File: src/rtl/clock_set_ctrl.sv
// clock_set_ctrl: RUN/SET mode controller that issues one-cycle increment strobes to the time counters.
// Define HOLD_REPEAT_EN to build the hold-to-repeat logic on btn_inc.
module clock_set_ctrl #(
  parameter int unsigned TIMEOUT_TICKS = 30,
  parameter int unsigned REPEAT_DELAY  = 50000000,
  parameter int unsigned REPEAT_PERIOD = 10000000
) (
  input  logic       clk,
  input  logic       clear,
  input  logic       tick,
  input  logic       btn_mode,
  input  logic       btn_inc,
  input  logic       sec_wrap,
  input  logic       min_wrap,
  output logic       sec_inc,
  output logic       min_inc,
  output logic       hr_inc,
  output logic [1:0] mode,
  output logic       blink
);

  typedef enum logic [1:0] {
    RUN     = 2'd0,
    SET_HR  = 2'd1,
    SET_MIN = 2'd2,
    SET_SEC = 2'd3
  } mode_t;

  localparam logic [5:0] TIMEOUT_LIMIT = 6'(TIMEOUT_TICKS);
  localparam logic [5:0] IDLE_MAX      = 6'd63;

  mode_t      state_r;
  mode_t      state_next_s;
  logic       mode_prev_r;
  logic       inc_prev_r;
  logic [5:0] idle_r;
  logic [5:0] idle_next_s;
  logic       sec_inc_r;
  logic       min_inc_r;
  logic       hr_inc_r;
  logic       blink_r;
  logic       press_mode_s;
  logic       press_inc_s;
  logic       in_set_s;
  logic       timeout_s;
  logic       rep_fire_s;
  logic       accept_inc_s;

  // Press detection, mode sequencing and saturating idle count toward timeout
  always_comb begin
    press_mode_s = btn_mode & ~mode_prev_r;
    press_inc_s  = btn_inc & ~inc_prev_r;
    in_set_s     = (state_r != RUN);
    case (state_r)
      RUN:     state_next_s = SET_HR;
      SET_HR:  state_next_s = SET_MIN;
      SET_MIN: state_next_s = SET_SEC;
      SET_SEC: state_next_s = RUN;
      default: state_next_s = RUN;
    endcase
    if (idle_r == IDLE_MAX) begin
      idle_next_s = idle_r;
    end else begin
      idle_next_s = idle_r + 6'd1;
    end
    timeout_s    = tick & (idle_next_s >= TIMEOUT_LIMIT);
    accept_inc_s = press_inc_s | rep_fire_s;
  end

  // Mode state, strobes, blink and inactivity counter
  always_ff @(posedge clk) begin
    if (clear) begin
      state_r     <= RUN;
      mode_prev_r <= 1'b1;
      inc_prev_r  <= 1'b1;
      idle_r      <= 6'd0;
      sec_inc_r   <= 1'b0;
      min_inc_r   <= 1'b0;
      hr_inc_r    <= 1'b0;
      blink_r     <= 1'b0;
    end else begin
      mode_prev_r <= btn_mode;
      inc_prev_r  <= btn_inc;
      sec_inc_r   <= 1'b0;
      min_inc_r   <= 1'b0;
      hr_inc_r    <= 1'b0;
      case (state_r)
        RUN: begin
          sec_inc_r <= tick;
          min_inc_r <= sec_wrap;
          hr_inc_r  <= min_wrap;
          idle_r    <= 6'd0;
          if (press_mode_s) begin
            state_r <= SET_HR;
            blink_r <= 1'b1;
          end else begin
            blink_r <= 1'b0;
          end
        end
        default: begin
          // Priority: mode press, then increment activity, then tick/timeout
          if (press_mode_s) begin
            state_r <= state_next_s;
            idle_r  <= 6'd0;
            blink_r <= (state_next_s != RUN);
          end else if (accept_inc_s) begin
            hr_inc_r  <= (state_r == SET_HR);
            min_inc_r <= (state_r == SET_MIN);
            sec_inc_r <= (state_r == SET_SEC);
            idle_r    <= 6'd0;
            blink_r   <= 1'b1;
          end else if (timeout_s) begin
            state_r <= RUN;
            idle_r  <= 6'd0;
            blink_r <= 1'b0;
          end else if (tick) begin
            idle_r  <= idle_next_s;
            blink_r <= ~blink_r;
          end else begin
            idle_r  <= idle_r;
          end
        end
      endcase
    end
  end

`ifdef HOLD_REPEAT_EN
  localparam logic [31:0] DELAY_LIMIT  = 32'(REPEAT_DELAY);
  localparam logic [31:0] PERIOD_LIMIT = 32'(REPEAT_PERIOD);

  logic        hold_active_r;
  logic        repeating_r;
  logic [31:0] hold_cnt_r;
  logic [31:0] hold_limit_s;

  // First repeat waits the long delay, later ones the shorter period
  always_comb begin
    if (repeating_r) begin
      hold_limit_s = PERIOD_LIMIT;
    end else begin
      hold_limit_s = DELAY_LIMIT;
    end
    rep_fire_s = hold_active_r & btn_inc & in_set_s & ~press_mode_s &
                 (hold_cnt_r == hold_limit_s);
  end

  // Hold counter: armed by an accepted press, dropped on release or mode change
  always_ff @(posedge clk) begin
    if (clear || !btn_inc || !in_set_s || press_mode_s) begin
      hold_active_r <= 1'b0;
      repeating_r   <= 1'b0;
      hold_cnt_r    <= 32'd0;
    end else if (press_inc_s) begin
      hold_active_r <= 1'b1;
      repeating_r   <= 1'b0;
      hold_cnt_r    <= 32'd1;
    end else if (rep_fire_s) begin
      repeating_r   <= 1'b1;
      hold_cnt_r    <= 32'd1;
    end else if (hold_active_r) begin
      hold_cnt_r    <= hold_cnt_r + 32'd1;
    end else begin
      hold_cnt_r    <= hold_cnt_r;
    end
  end
`else
  logic cfg_unused_s;
  assign rep_fire_s   = 1'b0;
  assign cfg_unused_s = ^{REPEAT_DELAY, REPEAT_PERIOD};
`endif

  assign sec_inc = sec_inc_r;
  assign min_inc = min_inc_r;
  assign hr_inc  = hr_inc_r;
  assign mode    = state_r;
  assign blink   = blink_r;

endmodule
File: config.mk
export PLATFORM = sky130hd
export DESIGN_NAME = clock_set_ctrl
export DESIGN_NICKNAME = d
export VERILOG_FILES = /design/src/rtl/clock_set_ctrl.sv
export SDC_FILE = /design/constraint.sdc
export NUM_CORES = 1
export LEC_CHECK = 0
export ABC_AREA = 0
export BUFFER_PORTS_ARGS = -buffer_cell sky130_fd_sc_hd__buf_2
export CORE_MARGIN = 8
export CORE_UTILIZATION = 48
export CTS_BUF_LIST = sky130_fd_sc_hd__clkbuf_8 sky130_fd_sc_hd__clkbuf_16
export DETAILED_ROUTE_END_ITERATION = 10
export MAX_ROUTING_LAYER = met4
export PLACE_DENSITY = 0.68
export RECOVER_POWER = 50
export SLEW_MARGIN = 40
export SYNTH_ARGS = -nofsm -noshare
export SYNTH_HDL_FRONTEND = slang
export SYNTH_SLANG_ARGS = --single-unit
export TNS_END_PERCENT = 1
File: constraint.sdc
create_clock -name clk -period 1.5 [get_ports clk]
set_input_delay 0 -clock clk [delete_from_list [all_inputs] [get_ports clk]]
set_output_delay 0 -clock clk [all_outputs]
set_load 0.01 [all_outputs]
==> flow_summary.ini, run 1 <==
[grt]
maximum_number_of_pins_on_one_net_before_global_route_repair = 11
vias_in_the_first_global_route = 619
grt_first_pass_wirelength_mm = 2.780
grt_antenna_before_repair = 0
grt_overflow = 0
total_track_usage_pct = 10.64

[logic_synthesis]
synthesis.yosys.warnings = 0
synth_top_cells_by_count = sky130_fd_sc_hd__dfxtp_1, sky130_fd_sc_hd__nor3_1, sky130_fd_sc_hd__ha_1
postSynthNetCount = 95
yosys.area_share.adder_pct = 9.615
fraction_of_registers_with_async_set_or_reset_after_synthesis_pct = 0
synth_top_family_by_area = compound AO/OA/AOI/OAI gates
synthDominantCellAreaShare_pct = 35.90
synth-edff-count = 0
synth_cell_type_count = 30
postSynth.topFlopCell = sky130_fd_sc_hd__dfxtp_1
yosys_register_bits = 14
synth-compound-area-share_pct = 23.88
syn-cell-area_um2 = 780.7
synth_top_cells_by_area = sky130_fd_sc_hd__dfxtp_1, sky130_fd_sc_hd__ha_1, sky130_fd_sc_hd__nor3_1
syn-instance-count = 82
post-synth-top-count-cell = sky130_fd_sc_hd__dfxtp_1
post-synth-top-area-cell = sky130_fd_sc_hd__dfxtp_1
post_synth_and_or_nand_nor_area_fraction_pct = 20.83
mux_cell_area_share_after_synthesis_pct = 1.282
post_synth.cell_area_avg_um2 = 9.521
yosysSeqAreaShare_pct = 35.90
synth_xor_xnor_area_share_pct = 4.487

[worst_hold_path]
holdPathStages = 3
holdPathEnd = hr_inc
hp-start = min_wrap
hold_path.class = primary input to flip-flop

[clock_tree]
cts-root-to-sink-buffers = 2
clk_pin_slew_ns = 0.06
cts-htree-levels = 1
tritoncts = done
post-cts-setup-buffers = 0
clk_root_buffer_cell = sky130_fd_sc_hd__clkbuf_8
worst_skew_pair.late_latency_ns = 0.24
tritoncts_num_sinks = 14
cts_inserted_buffers = 3

[power_and_ir_drop]
design_power_total_mw = 0.8126
vdd_drop_max_mv = 0.6616
power_per_cell_area_nw_per_um2 = 812.9
cellLeakagePower_nw = 0.3602

[timing]
fin_setup_tns_ns = 0
worst_tran_pin_value_ns = 0.4327
final_critical_path_setup_slack_ns = 0.05976
max_clock_freq_ghz = 0.6943
final_max_slew_viol_count = 0
worst_slew_margin_rel_pct = 71.15
final.period_utilization_pct = 96.02
timing.final.hold_violations = 0
min_period_ns = 1.440
skew_final_ns = 0.001568
rsz0062_at_grt = true
finalHoldWorstSlack_ns = 0.008539
finalSetupViolations = 0

[cells_and_area]
syn2layout_area_growth_pct = 28.04
num-fill-cells = 129
insertedDiodeCount = 0
multiInputGateArea_um2 = 491.7
final_layout_size_suffix_gt1_share_pct = 33.33
nets = 119
stdcell_count = 121
utilization_pct = 65.60
design_area_um2 = 999.7
seqCellArea_um2 = 289.0

[placed_design]
place_area_um2 = 922.1
buffer_ports.inserted = 12
routabilityCongestion = 0.8257
dp_hpwl_mm = 1.204
dp_slack_ns = -0.03475
numPlacedInstances = 115

[setup_path]
r2r_cells = 4
capture_point_of_the_worst_reg_to_reg_path = mode[1]
worst_setup_path_start_kind = flip-flop
reg2reg_slack_ns = 0.06
cp_data_arrival_time_ns = 1.55
worst-path-max-fanout = 8
cp_data_required_time_ns = 1.61
cp-end-kind = flip-flop
setup.worst_path.class = flip-flop to flip-flop
r2r-start = idle_r[1]

[detailed_routing]
vias_per_cell = 5.438
via_count = 658
drcViolationCount = 0
antenna_violating_nets_post_route = 0
drt_wl_total_mm = 1.596
wl_per_cell_um = 13.19
drt_first_pass_iters = 4
initialDrtViolationCount = 10

[die]
die_w_um = 56.33
initial_utilization_pct = 51.23
pin_count = 13
core_region_area_um2 = 1524
die_h_um = 56.33
core.rowCount = 14
die-area_um2 = 3173

[status]
outcome = complete, no violations

[flow_run]
max_cap_violations = 0
## per-layer routing
layer  global-route usage [%]  wire [µm]  vias to the layer above
met3                    5.618         86                        0
met4                    1.031          0                        0
met1                    12.92        800                      307
li1                         -          -                      340
met2                    15.85        709                       11
met5                        -          0                        -
## registers in the layout, summed over array words and instances (netlist names)
signal and flops:
idle_r 6, mode 2, min_inc 1, inc_prev_r 1
blink 1, hr_inc 1, mode_prev_r 1, sec_inc 1
## report_power, final
group	internal [mW]	leakage [nW]	switching, mW	total, mW
clock	0.181	0.0269	0.130	0.311
combinational	0.0521	0.216	0.0581	0.110
sequential	0.386	0.117	0.00588	0.392
total	0.619	0.360	0.194	0.813
## cell usage in the layout (no fill, tap or decap), drive strengths merged, types with 2 or more instances in the layout
| cell type | instances |
|---|---|
| a21oi | 4 |
| nor2b | 2 |
| a211oi | 3 |
| clkbuf | 10 |
| dfxtp | 14 |
| inv | 5 |
| ha | 6 |
| nand3 | 2 |
| xor2 | 2 |
| or2 | 2 |
| nor3 | 7 |
| nand2 | 2 |
| nand4 | 2 |
| a22oi | 3 |
| nand2b | 4 |
| o21ai | 4 |
| nor2 | 5 |
| dlygate4sd3 | 2 |
| buf | 14 |
| xnor2 | 2 |
## final cells by class
cell class	instances	area share, %
multi-input cells	60	49.19
flip-flops and latches	14	28.91
repair buffers	23	13.89
clock buffers	3	4.130
well taps	16	2.003
inverters	4	1.502
clock inverters	1	0.3755
## repair_timing
| action | CTS | global route |
|---|---|---|
| pin swaps | 3 | 0 |
| hold endpoints to repair | 2 | 0 |
| endpoints found under the setup margin | 7 | 11 |
| hold buffers | 2 | 0 |
| resized for setup | 2 | 4 |
## kinds of logic (layout without fill, tap and decap cells)
| group | count (synthesis) | after routing |
|---|---|---|
| DFF | 14 | 14 |
| xor gates and xnor gates | 4 | 4 |
| and+or+nand+nor | 28 | 28 |
| muxes | 1 | 1 |
| adders and majority gates | 6 | 6 |
| AOI/OAI and AO/OA | 21 | 21 |
| buffers and inverters | 8 | 31 |
## worst max-delay path by stage
stage                     startpoint  slack (ns)  cells after the start         to
after floorplan              mode[1]       0.002                      5      blink
after global placement     idle_r[1]      -0.008                      4      blink
after detailed placement   idle_r[1]       -0.03                      4      blink
after CTS                  idle_r[0]       0.006                      5  idle_r[3]
after global routing       idle_r[1]       -0.02                      4    mode[1]
final                      idle_r[1]        0.06                      4    mode[1]
## critical path: stages, from the launching register on
cell,delay [ns]
sky130_fd_sc_hd__dfxtp_2,0.34
sky130_fd_sc_hd__ha_4,0.27
sky130_fd_sc_hd__nand4_1,0.14
sky130_fd_sc_hd__o32ai_4,0.42
sky130_fd_sc_hd__a211oi_1,0.13
Power figures use the tool's default switching activity.
==> run 2, diff against run 1 <==
- REMOVE_ABC_BUFFERS: not set -> 1
==> run 2 against run 1 <==
  * The run now ends with setup timing left
  * Final cell count is 2.5% higher
  * Utilization rose by 4.0 points
  * Non-clock buffer count rose by 3
  * Cell area increased by 6.1%
  * Count of clock-buffer cells in the layout grew 1
  * Total power grew 8.0%
  * Sequential power about the same
  * Flip-flop and latch count unchanged
  * Worst hold slack about the same
  * Combinational power rose by 9%
  * Highest routed layer is now met4
==> flow_summary.ini, run 2 (synthesized netlist as in run 1, its figures left out) <==
[cells_and_area]
layout.cells.most_common_list = sky130_fd_sc_hd__dfxtp_1, sky130_fd_sc_hd__buf_4, sky130_fd_sc_hd__buf_2, sky130_fd_sc_hd__nor3_1
max_flop_register = idle_r
final_layout_size_suffix_gt1_share_pct = 37.04
utilization_pct = 69.62
design_area_um2 = 1061
final_common_cell = sky130_fd_sc_hd__dfxtp_1
largest_reg_flops = 6
syn2layout_area_growth_pct = 35.90
insertedDiodeCount = 0
num-fill-cells = 129
nets = 122

[placed_design]
place_area_um2 = 927.1
dp_hpwl_mm = 1.290
buffer_ports.inserted = 12
routabilityCongestion = 0.8391

[setup_path]
critical_path.slowest_cell = sky130_fd_sc_hd__o32ai_4
r2r-start = idle_r[0]
path_cells = buf_6 > and3_4 > xnor2_4 > o32ai_4 > a211oi_2
cp_data_arrival_time_ns = 1.64
timing.critical_path.slowest_cell_delay_ns = 0.46
cp-end-kind = flip-flop
setup.worst_path.class = flip-flop to flip-flop
worst-path-max-fanout = 8
cp_data_required_time_ns = 1.61
crit_path_start = idle_r[0]
worst_setup_path_start_kind = flip-flop

[clock_tree]
worst_skew_pair.late_latency_ns = 0.24
clk_root_buffer_cell = sky130_fd_sc_hd__clkbuf_8
clk_pin_slew_ns = 0.06
cts-root-to-sink-buffers = 2
cts_inserted_buffers = 3
cts-htree-levels = 1
tritoncts_num_sinks = 14
tritoncts = done

[power_and_ir_drop]
power_per_cell_area_nw_per_um2 = 826.9
vdd_drop_max_mv = 0.6393
design_power_total_mw = 0.8774
cellLeakagePower_nw = 0.3897

[timing]
skew_final_ns = 0.0005904
final_max_slew_viol_count = 0
rsz0062_at_grt = true
finalSetupViolations = 2
max_clock_freq_ghz = 0.6557
worst_slew_margin_rel_pct = 65.23
worst_tran_pin_value_ns = 0.5204
min_period_ns = 1.525
timing.final.hold_violations = 0
final_critical_path_setup_slack_ns = -0.02502
final.period_utilization_pct = 101.7

[detailed_routing]
drt_first_pass_iters = 4
drcViolationCount = 0
initialDrtViolationCount = 12
drt_wl_total_mm = 1.792
vias_per_cell = 5.492
via_count = 681
antenna_violating_nets_post_route = 0
wl_per_cell_um = 14.45

[die]
core.rowCount = 14
die_w_um = 56.33
initial_utilization_pct = 51.23
pin_count = 13
die_h_um = 56.33
core_region_area_um2 = 1524
die-area_um2 = 3173

[grt]
maximum_number_of_pins_on_one_net_before_global_route_repair = 11
grt_overflow = 0
total_track_usage_pct = 12.14
grt_antenna_before_repair = 0
grt_first_pass_wirelength_mm = 3.070
vias_in_the_first_global_route = 720

[worst_hold_path]
hold_path.class = primary input to flip-flop
hp-start = sec_wrap

[status]
failed_checks = setup timing
outcome = complete, but fails checks

[flow_run]
max_cap_violations = 0
[run 2: cell type report]
cell class | instances | area (µm²) | area share, %
multi-input cells | 60 | 516.7 | 48.70
repair buffers | 26 | 171.4 | 16.16
flip-flops and latches | 14 | 282.8 | 26.65
clock buffers | 4 | 55.05 | 5.189
well taps | 16 | 20.02 | 1.887
inverters | 4 | 15.01 | 1.415
[run 2: through the flow]
step	TNS [ns]	cells	setup WS (ns)	hold WS [ns]
after floorplan	-0.1503	78	-0.06970	0.07238
after global placement	-0.01406	117	-0.01374	0.1971
after detailed placement	-0.08949	117	-0.05902	0.2088
after CTS	-0.1005	123	-0.02707	0.006496
after global routing	-0.5021	124	-0.09260	0.04909
final	-0.04460	124	-0.02502	0.008075
[run 2: layer usage]
layer	global-route usage (%)	vias up	routed length (µm)
li1	-	349	-
met5	-	-	0
met2	18.38	13	778
met4	4.124	0	23
met1	14.47	315	905
met3	4.494	4	85
[run 2: report_power, final]
| group | internal, mW | total, mW | leakage [nW] | switching, mW |
|---|---|---|---|---|
| Combinational | 0.0579 | 0.120 | 0.245 | 0.0619 |
| Clock | 0.232 | 0.366 | 0.0288 | 0.133 |
| Sequential | 0.386 | 0.392 | 0.116 | 0.00571 |
| Total | 0.676 | 0.877 | 0.390 | 0.201 |
[run 2: path summary, 6_finish.rpt]
path	slack, ns	depth (start not counted)	endpoint
hold / removal	0.008	3	min_inc
hold reg to reg	0.56	2	idle_r[5]
setup reg to reg	-0.03	5	mode[1]
setup / recovery	-0.03	5	mode[1]
[run 2: critical path: cells and delay by family (launching register included)]
| family | cells | cell delay (ns) |
|---|---|---|
| compound gates | 2 | 0.61 |
| flops | 1 | 0.34 |
| simple gates | 1 | 0.20 |
| xor+xnor | 1 | 0.13 |
| buf+inv | 1 | 0.12 |
[run 2: repair_timing]
item / in CTS / in global routing
endpoints found under the setup margin: 8 / 9
gates resized for setup: 2 / 8
hold buffers: 2 / 0
pin swaps: 1 / 6
setup buffers: 0 / 1
cloned: 0 / 0
endpoints found under the hold margin: 2 / 0
